==> config.mk <==
export PLATFORM = sky130hd
export DESIGN_NAME = run_ctrl
export DESIGN_NICKNAME = d
export VERILOG_FILES = /design/src/rtl/run_ctrl.sv
export SDC_FILE = /design/constraint.sdc
export NUM_CORES = 1
export LEC_CHECK = 0
export BUFFER_PORTS_ARGS = -buffer_cell sky130_fd_sc_hd__buf_4
export CORE_AREA = 2 2 59 103
export DETAILED_ROUTE_END_ITERATION = 16
export DIE_AREA = 0 0 61 105
export PLACE_DENSITY = 0.66
export SYNTH_ARGS = -nofsm -noshare
export SYNTH_HDL_FRONTEND = slang
export SYNTH_SLANG_ARGS = --single-unit
==> constraint.sdc <==
create_clock -name clk_i -period 3.4 [get_ports clk_i]
set_input_delay 0.17 -clock clk_i [delete_from_list [all_inputs] [get_ports clk_i]]
set_output_delay 0.17 -clock clk_i [all_outputs]
set_load 0.01 [all_outputs]
==> src/rtl/run_ctrl.sv <==
// run_ctrl: processor-side run controller for the Start/Ack handshake.
//
// Sits beside the PC and decoder. While start_i is high it holds the PC at
// zero (armed/load). When start_i falls it launches execution. The run stops
// on the decoder halt or on a watchdog timeout. ack_o then stays high until
// the next start. Cycles and retired instructions are counted for each run.
//
// Ports:
//   clk_i          system clock, rising edge
//   rst_i          asynchronous, active-high reset
//   start_i        high = arm/load, falling = launch
//   halt_i         decoder: halt instruction executing this cycle
//   inst_retire_i  one instruction completed this cycle
//   pc_init_o      force PC to 0
//   run_en_o       enables PC advance, reg file and data memory writes
//   ack_o          program done (level, held until next start)
//   timed_out_o    last run ended by the watchdog, not by halt
//   cycle_cnt_o    RUN cycles of the current/last run (saturating)
//   inst_cnt_o     instructions retired in the current/last run (saturating)
//
// Parameters:
//   CNT_W    counter width
//   TIMEOUT  maximum RUN cycles before a forced stop; 0 disables the watchdog
//
// State table:
//   IDLE  | after reset, PC held at 0, waiting for start
//   ARMED | start high, PC held at 0, counters cleared
//   RUN   | program executing, counters advancing
//   DONE  | halted or timed out, ack high, counters frozen
module run_ctrl #(
  parameter int CNT_W   = 16,
  parameter int TIMEOUT = 65535
) (
  input  logic             clk_i,
  input  logic             rst_i,
  input  logic             start_i,
  input  logic             halt_i,
  input  logic             inst_retire_i,
  output logic             pc_init_o,
  output logic             run_en_o,
  output logic             ack_o,
  output logic             timed_out_o,
  output logic [CNT_W-1:0] cycle_cnt_o,
  output logic [CNT_W-1:0] inst_cnt_o
);

  typedef enum logic [1:0] {
    S_IDLE  = 2'd0,
    S_ARMED = 2'd1,
    S_RUN   = 2'd2,
    S_DONE  = 2'd3
  } state_t;

  localparam logic [CNT_W-1:0] TO_VAL = TIMEOUT[CNT_W-1:0];
  localparam logic [CNT_W-1:0] ONE    = {{(CNT_W-1){1'b0}}, 1'b1};

  state_t           state_q, state_d;
  logic [CNT_W-1:0] cyc_q, cyc_d;
  logic [CNT_W-1:0] inst_q, inst_d;
  logic             to_q, to_d;

  logic [CNT_W-1:0] cyc_inc;
  logic [CNT_W-1:0] inst_inc;
  logic             wd_hit;

  // The counters saturate rather than wrap, so a very long run still reads
  // as "at least this many".
  assign cyc_inc  = (&cyc_q)  ? cyc_q  : cyc_q + ONE;
  assign inst_inc = (&inst_q) ? inst_q : inst_q + ONE;

  // The watchdog compares against the post-increment count. The run
  // therefore stops with cycle_cnt_o equal to TIMEOUT exactly.
  assign wd_hit = (TIMEOUT != 0) && (cyc_inc == TO_VAL);

  always_ff @(posedge clk_i or posedge rst_i) begin
    if (rst_i) begin
      state_q <= S_IDLE;
      cyc_q   <= '0;
      inst_q  <= '0;
      to_q    <= 1'b0;
    end else begin
      state_q <= state_d;
      cyc_q   <= cyc_d;
      inst_q  <= inst_d;
      to_q    <= to_d;
    end
  end

  always_comb begin
    state_d = state_q;
    cyc_d   = cyc_q;
    inst_d  = inst_q;
    to_d    = to_q;

    case (state_q)
      S_IDLE: begin
        if (start_i) state_d = S_ARMED;
      end
      S_ARMED: begin
        if (!start_i) state_d = S_RUN;
      end
      S_RUN: begin
        // The cycle that samples halt (or the timeout) is itself counted.
        cyc_d = cyc_inc;
        if (inst_retire_i) inst_d = inst_inc;
        // Start (abort) wins over halt. Halt wins over a coincident timeout,
        // because the program really did finish.
        if (start_i) begin
          state_d = S_ARMED;
        end else if (halt_i) begin
          state_d = S_DONE;
        end else if (wd_hit) begin
          state_d = S_DONE;
          to_d    = 1'b1;
        end
      end
      S_DONE: begin
        if (start_i) state_d = S_ARMED;
      end
      default: state_d = S_IDLE;
    endcase

    // Every entry into ARMED starts a fresh run record.
    if (state_d == S_ARMED) begin
      cyc_d  = '0;
      inst_d = '0;
      to_d   = 1'b0;
    end
  end

  assign pc_init_o   = (state_q == S_IDLE) || (state_q == S_ARMED);
  assign run_en_o    = (state_q == S_RUN);
  assign ack_o       = (state_q == S_DONE);
  assign timed_out_o = to_q;
  assign cycle_cnt_o = cyc_q;
  assign inst_cnt_o  = inst_q;

endmodule

==> results.toml, run 1 <==
[sta]
fin_crit_ps = 3000
slew_headroom = 0.6392
max_freq_mhz = 333.3
slew_violations = 0
finalHoldViolCount = 0
worst_pin_slew_ps = 541.2
timing.setup.tns_ps = 0
setup_viol = 0
min_period_over_period = 0.8823
rsz0062_at_grt = "no"
fin_skew_ps = 3.380

[die]
start_util = 0.3954
num_io_pins = 41
dieWidth_um = 61
die_h_um = 105
die_area_um2 = 6405
core_um2 = 5540
row_count = 36

[flow_run]
maxCapViolCount = 0

[setup_path]
crit_path_start_kind = "register"
worstPathArrival_ps = 3170
end_kind = "register"
crit_fanout = 33
critPathKind = "register to register"
critical_path_required_ps = 3570

[routing]
viasPerCell = 5.343
avgRoutedWirePerCell_um = 14.27
dr.pass1.iters = 4
drt-total-wl_um = 5166
ant_nets = 0
drt_iter0_markers = 62
vias = 1934
drc = 0

[cts]
cts_tree = "built"
htreeDepth = 2
cts.sinks = 35
hold_buffers = 1
clk_latency_ps = 290
post_cts_resize_count = 0
clockBufferDepth = 2
ctsRootBufferMaster = "clkbuf_8"
clk_transition_reported_paths_ps = 80
postCtsSetupBuffers = 0
cts_buffers = 5

[synthesis]
yosysWarnings = 0
synth_cell_types = 37
ys_seq_area_frac = 0.3998
synthCells = 243
syn-num-nets = 254
ys_seq_elements = 35
ys_top_cells_by_area = "dfrtp_1, nor2_1, xnor2_1"
yosysTopAreaCell = "dfrtp_1"
syn_area_um2 = 2191
synth_top_area_frac = 0.3998
syn_avg_cell_area_um2 = 9.016

[cells_and_area]
area_delta_synth_final_pct = 22.90
n_antenna_cell = 0
final_util = 0.4860
fin_nets = 296
final_cell_area_um2 = 2693
final_cell_mix = "nor2_1, buf_4, dfrtp_1"
final_cells = 362
layout-drive-gt1-share = 0.2238

[grt]
grt_max_degree = 36
grt_first_pass_wirelength_um = 8769
grt_overflow = 0
grt_pass1_vias = 1795
antenna_found_initial = 0
grt_util_all_layers = 0.1768

[run_status]
status = "complete, no violations"

[pwr]
ir_drop_mv = 0.2971
power.density_nw_per_um2 = 514.0
p_sw_frac = 0.3576
pwr-share-comb = 0.316
pwr-share-clk = 0.333
power.leakage_nw = 1.172
seqPwrFrac = 0.351
intPower_mw = 0.8891
p_switching_mw = 0.4948

[placed_design]
dp_hpwl_um = 3738
dp_cells = 353
numPortBuffers = 40
place_area_um2 = 2546
gp_congestion = 0.8231

[worst_hold_path]
hold_class = "primary input to register"
path summary, 6_finish.rpt:
| path | startpoint | endpoint | slack [ps] | cells after the start |
|---|---|---|---|---|
| worst max-delay path | cycle_cnt_o[0] | cycle_cnt_o[14] | 400 | 9 |
| worst min-delay path | start_i | state_q[1] | 100 | 2 |
| worst max register to register | cycle_cnt_o[0] | cycle_cnt_o[14] | 400 | 9 |
| worst min register to register | timed_out_o | timed_out_o | 540 | 2 |
| max in group asynchronous | rst_i | state_q[1] | 2540 | 4 |
| min in group asynchronous | rst_i | inst_cnt_o[13] | 540 | 4 |
synth_stat cells:
cell / instances
nand4_4: 1
a22oi_1: 2
o21ai_0: 6
nor3_1: 14
xnor2_1: 16
nor3b_1: 3
nand2_2: 1
a221oi_2: 1
o211ai_1: 2
a211oi_1: 1
or2_2: 1
and4_1: 3
nor4_1: 4
xor2_1: 8
and3_1: 4
nor4_2: 1
a221oi_4: 1
buf_6: 4
mux2i_1: 3
nand4_1: 10
nand3_2: 1
a41oi_1: 1
a31oi_1: 3
nor2_1: 44
ha_1: 6
nor4_4: 3
a311oi_1: 1
dfrtp_1: 35
inv_1: 8
nand2_1: 18
clkbuf_1: 4
buf_2: 2
o221a_2: 1
nor3_2: 1
a21oi_1: 11
nand3_1: 17
o311ai_1: 1
area by class of cell:
class                      instances  area, um^2
timing repair buffer              45       340.3
inverter                           8       30.03
clock inverter                     3       67.56
sequential                        35       875.8
clock buffer                       5       68.82
tap                               76       95.09
fill                             556        2848
multi-input combinational        190        1215
cell families (layout without fill, tap and decap cells):
family | count (synthesis) | count (layout) | share of synthesized area
adder cells (fa/ha/maj) | 6 | 6 | 0.03427
AND/OR/NAND/NOR | 126 | 126 | 0.3101
multiplexers | 3 | 3 | 0.01371
buffers and inverters | 18 | 61 | 0.04569
flip-flops | 35 | 35 | 0.3998
AO/OA/AOI/OAI | 31 | 31 | 0.1005
XOR/XNOR | 24 | 24 | 0.09594
metrics by stage:
| step | setup WS (ps) | total power, mW | hold WS (ps) |
|---|---|---|---|
| 2_1_floorplan | 792.7 | 0.8410 | 264.8 |
| 3_3_place_gp | 513.2 | 0.9302 | 308.0 |
| 3_5_place_dp | 424.0 | 0.9351 | 312.1 |
| 4_1_cts | 402.9 | 1.399 | 102.4 |
| 5_1_grt | 144.9 | 1.466 | 104.3 |
| 6_report | 400.0 | 1.384 | 102.8 |
per-layer routing:
layer,up-vias,track usage,wire [um]
met3,11,0.03837,174
met4,0,0.06366,97
li1,943,-,-
met1,940,0.2203,2107
met5,-,0,0
met2,40,0.2903,2786
power by group through the flow:
stage / Sequential (mW) / Clock [mW] / Combinational [mW]
after floorplan: 0.485 / 0 / 0.356
final: 0.486 / 0.460 / 0.437
after global routing: 0.493 / 0.486 / 0.487
after global placement: 0.493 / 0 / 0.437
after detailed placement: 0.493 / 0 / 0.442
after CTS: 0.486 / 0.470 / 0.443
sequential cells by signal, indices dropped and copies added, names as in the netlist:
name	flops
inst_cnt_o	16
state_q	2
timed_out_o	1
cycle_cnt_o	16
critical path, cell delays in order, from the launching register on:
cell and delay, ps:
dfrtp_1 510, ha_1 290, nand3_1 310, nor4_4 310, mux2i_1 130, a221oi_2 350
nand3_1 200, a221oi_4 270, buf_4 370, nor3_1 110
(Power assumes the default switching activity.)
==> run 2: changes to the inputs <==
--- a/config.mk
+++ b/config.mk
@@ -5,7 +5,7 @@
 export SDC_FILE = /design/constraint.sdc
 export NUM_CORES = 1
 export LEC_CHECK = 0
-export BUFFER_PORTS_ARGS = -buffer_cell sky130_fd_sc_hd__buf_4
+export BUFFER_PORTS_ARGS = -buffer_cell sky130_fd_sc_hd__clkbuf_2
 export CORE_AREA = 2 2 59 103
 export DETAILED_ROUTE_END_ITERATION = 16
 export DIE_AREA = 0 0 61 105
==> results.toml, run 2 (synthesis results as in run 1) <==
[routing]
dr.pass1.iters = 4
ant_nets = 0
wl_met2_um = 2869
met3WireLength_um = 191
avgRoutedWirePerCell_um = 14.21
wl_met1_um = 2000
viasPerCell = 5.348
top_layer = "met4"
drc = 0
drt-total-wl_um = 5145
vias = 1936
drt_iter0_markers = 33

[grt]
grt_first_pass_wirelength_um = 8714
antenna_found_initial = 0
grt_pass1_vias = 1852
grt_overflow = 0
grt_max_degree = 36
grt_util_all_layers = 0.1751

[pwr]
power.leakage_nw = 1.138
power.density_nw_per_um2 = 503.9
ir_drop_mv = 0.2453

[sta]
slew_violations = 0
rsz0062_at_grt = "no"
slew_headroom = 0.6376
setup_viol = 0
timing.setup.tns_ps = 0
finalHoldViolCount = 0
worst_pin_slew_ps = 543.5
fin_crit_ps = 3006
min_period_over_period = 0.8841
max_freq_mhz = 332.7
fin_skew_ps = 8.330

[setup_path]
end_kind = "register"
cp_cell_sequence = "ha_1 > nand3_1 > nor4_4 > mux2i_1 > a221oi_2 > nand3_1 > a221oi_4 > buf_4 > nor3_1"
crit_path_start_kind = "register"
worstPathArrival_ps = 3170
critPathKind = "register to register"
slowest_delay_ps = 510
crit_fanout = 33
worst_path_most_repeated_cell = "nand3_1"
cp_top_family = "simple AND/OR/NAND/NOR gates"
critical_path_required_ps = 3560
cp_slowest_cell = "dfrtp_1"
critical_path_buf_inv_count = 1

[cells_and_area]
fillers = 577
multi_input_area_um2 = 1215
layout_commonest_cell = "nor2_1"
fin_nets = 296
seq_area_um2 = 875.8
final_cell_mix = "nor2_1, clkbuf_2, dfrtp_1"
n_antenna_cell = 0
area_delta_synth_final_pct = 17.48
final_cells = 362
layout-drive-gt1-share = 0.2238

[cts]
cts_tree = "built"
ctsRootBufferMaster = "clkbuf_8"
clockBufferDepth = 2
cts.sinks = 35
htreeDepth = 2
clk_transition_reported_paths_ps = 80
cts_buffers = 5
postCtsSetupBuffers = 0
clk_latency_ps = 290

[placed_design]
gp_congestion = 0.8659
dp_cells = 353
numPortBuffers = 40
dp_hpwl_um = 3726

[die]
row_count = 36
num_io_pins = 41
start_util = 0.3954
dieWidth_um = 61
die_h_um = 105
die_area_um2 = 6405
core_um2 = 5540

[flow_run]
maxCapViolCount = 0

[worst_hold_path]
hold_class = "primary input to register"

[run_status]
status = "complete, no violations"
run 2: cell count changes in the layout (fill, tap and decap cells not counted):
cell / before / now
clkbuf_2: 0 / 40
clkbuf_8: 5 / 6
buf_4: 44 / 4
bufinv_16: 2 / 1
clkinv_2: 0 / 1
clkinvlp_4: 1 / 0
run 2: final timing paths:
| kind | startpoint | cells past startpoint | slack (ps) | to |
|---|---|---|---|---|
| setup / recovery | cycle_cnt_o[0] | 9 | 390 | cycle_cnt_o[2] |
| hold / removal | start_i | 2 | 160 | state_q[1] |
| setup reg to reg | cycle_cnt_o[0] | 9 | 390 | cycle_cnt_o[2] |
| hold reg to reg | timed_out_o | 2 | 540 | timed_out_o |
| max in group asynchronous | rst_i | 4 | 2550 | inst_cnt_o[0] |
| min in group asynchronous | rst_i | 4 | 520 | cycle_cnt_o[2] |
run 2: final cells by class:
cell class	instances	share of cell area
clock buffers	6	0.03209
clock inverters	2	0.01361
inverters	8	0.01167
multi-input cells	190	0.4720
flip-flops and latches	35	0.3403
well taps	76	0.03695
repair buffers	45	0.09334
run 2: what timing repair did:
item / in CTS / in global routing
hold endpoints to repair: 35 / 0
hold buffers: 1 / 0
gates resized for setup: 0 / 0
run 2: through the flow:
step                      power (mW)  utilization  setup slack (ps)  instance area (um^2)  hold slack [ps]
final                          1.297       0.4645             394.0                  2574            160.6
after global routing           1.381       0.4645             102.0                  2574            172.0
after CTS                      1.311       0.4645             402.7                  2574            157.2
after detailed placement      0.9135       0.4415             416.2                  2446            280.1
after global placement        0.9121       0.4415             516.7                  2446            278.8
after floorplan               0.8410            -             792.7                  2191            264.8
run 2: layer usage:
metal  track usage  vias to the layer above
met5             0                        -
met4       0.04969                        0
met3       0.02847                        9
met2        0.3149                       46
met1        0.2033                      940
li1              -                      941
run 2: report_power, final:
part	switching (mW)	internal (mW)	leakage, nW
Combinational	0.279	0.138	0.591
Sequential	0.0450	0.442	0.486
Clock	0.156	0.237	0.0612
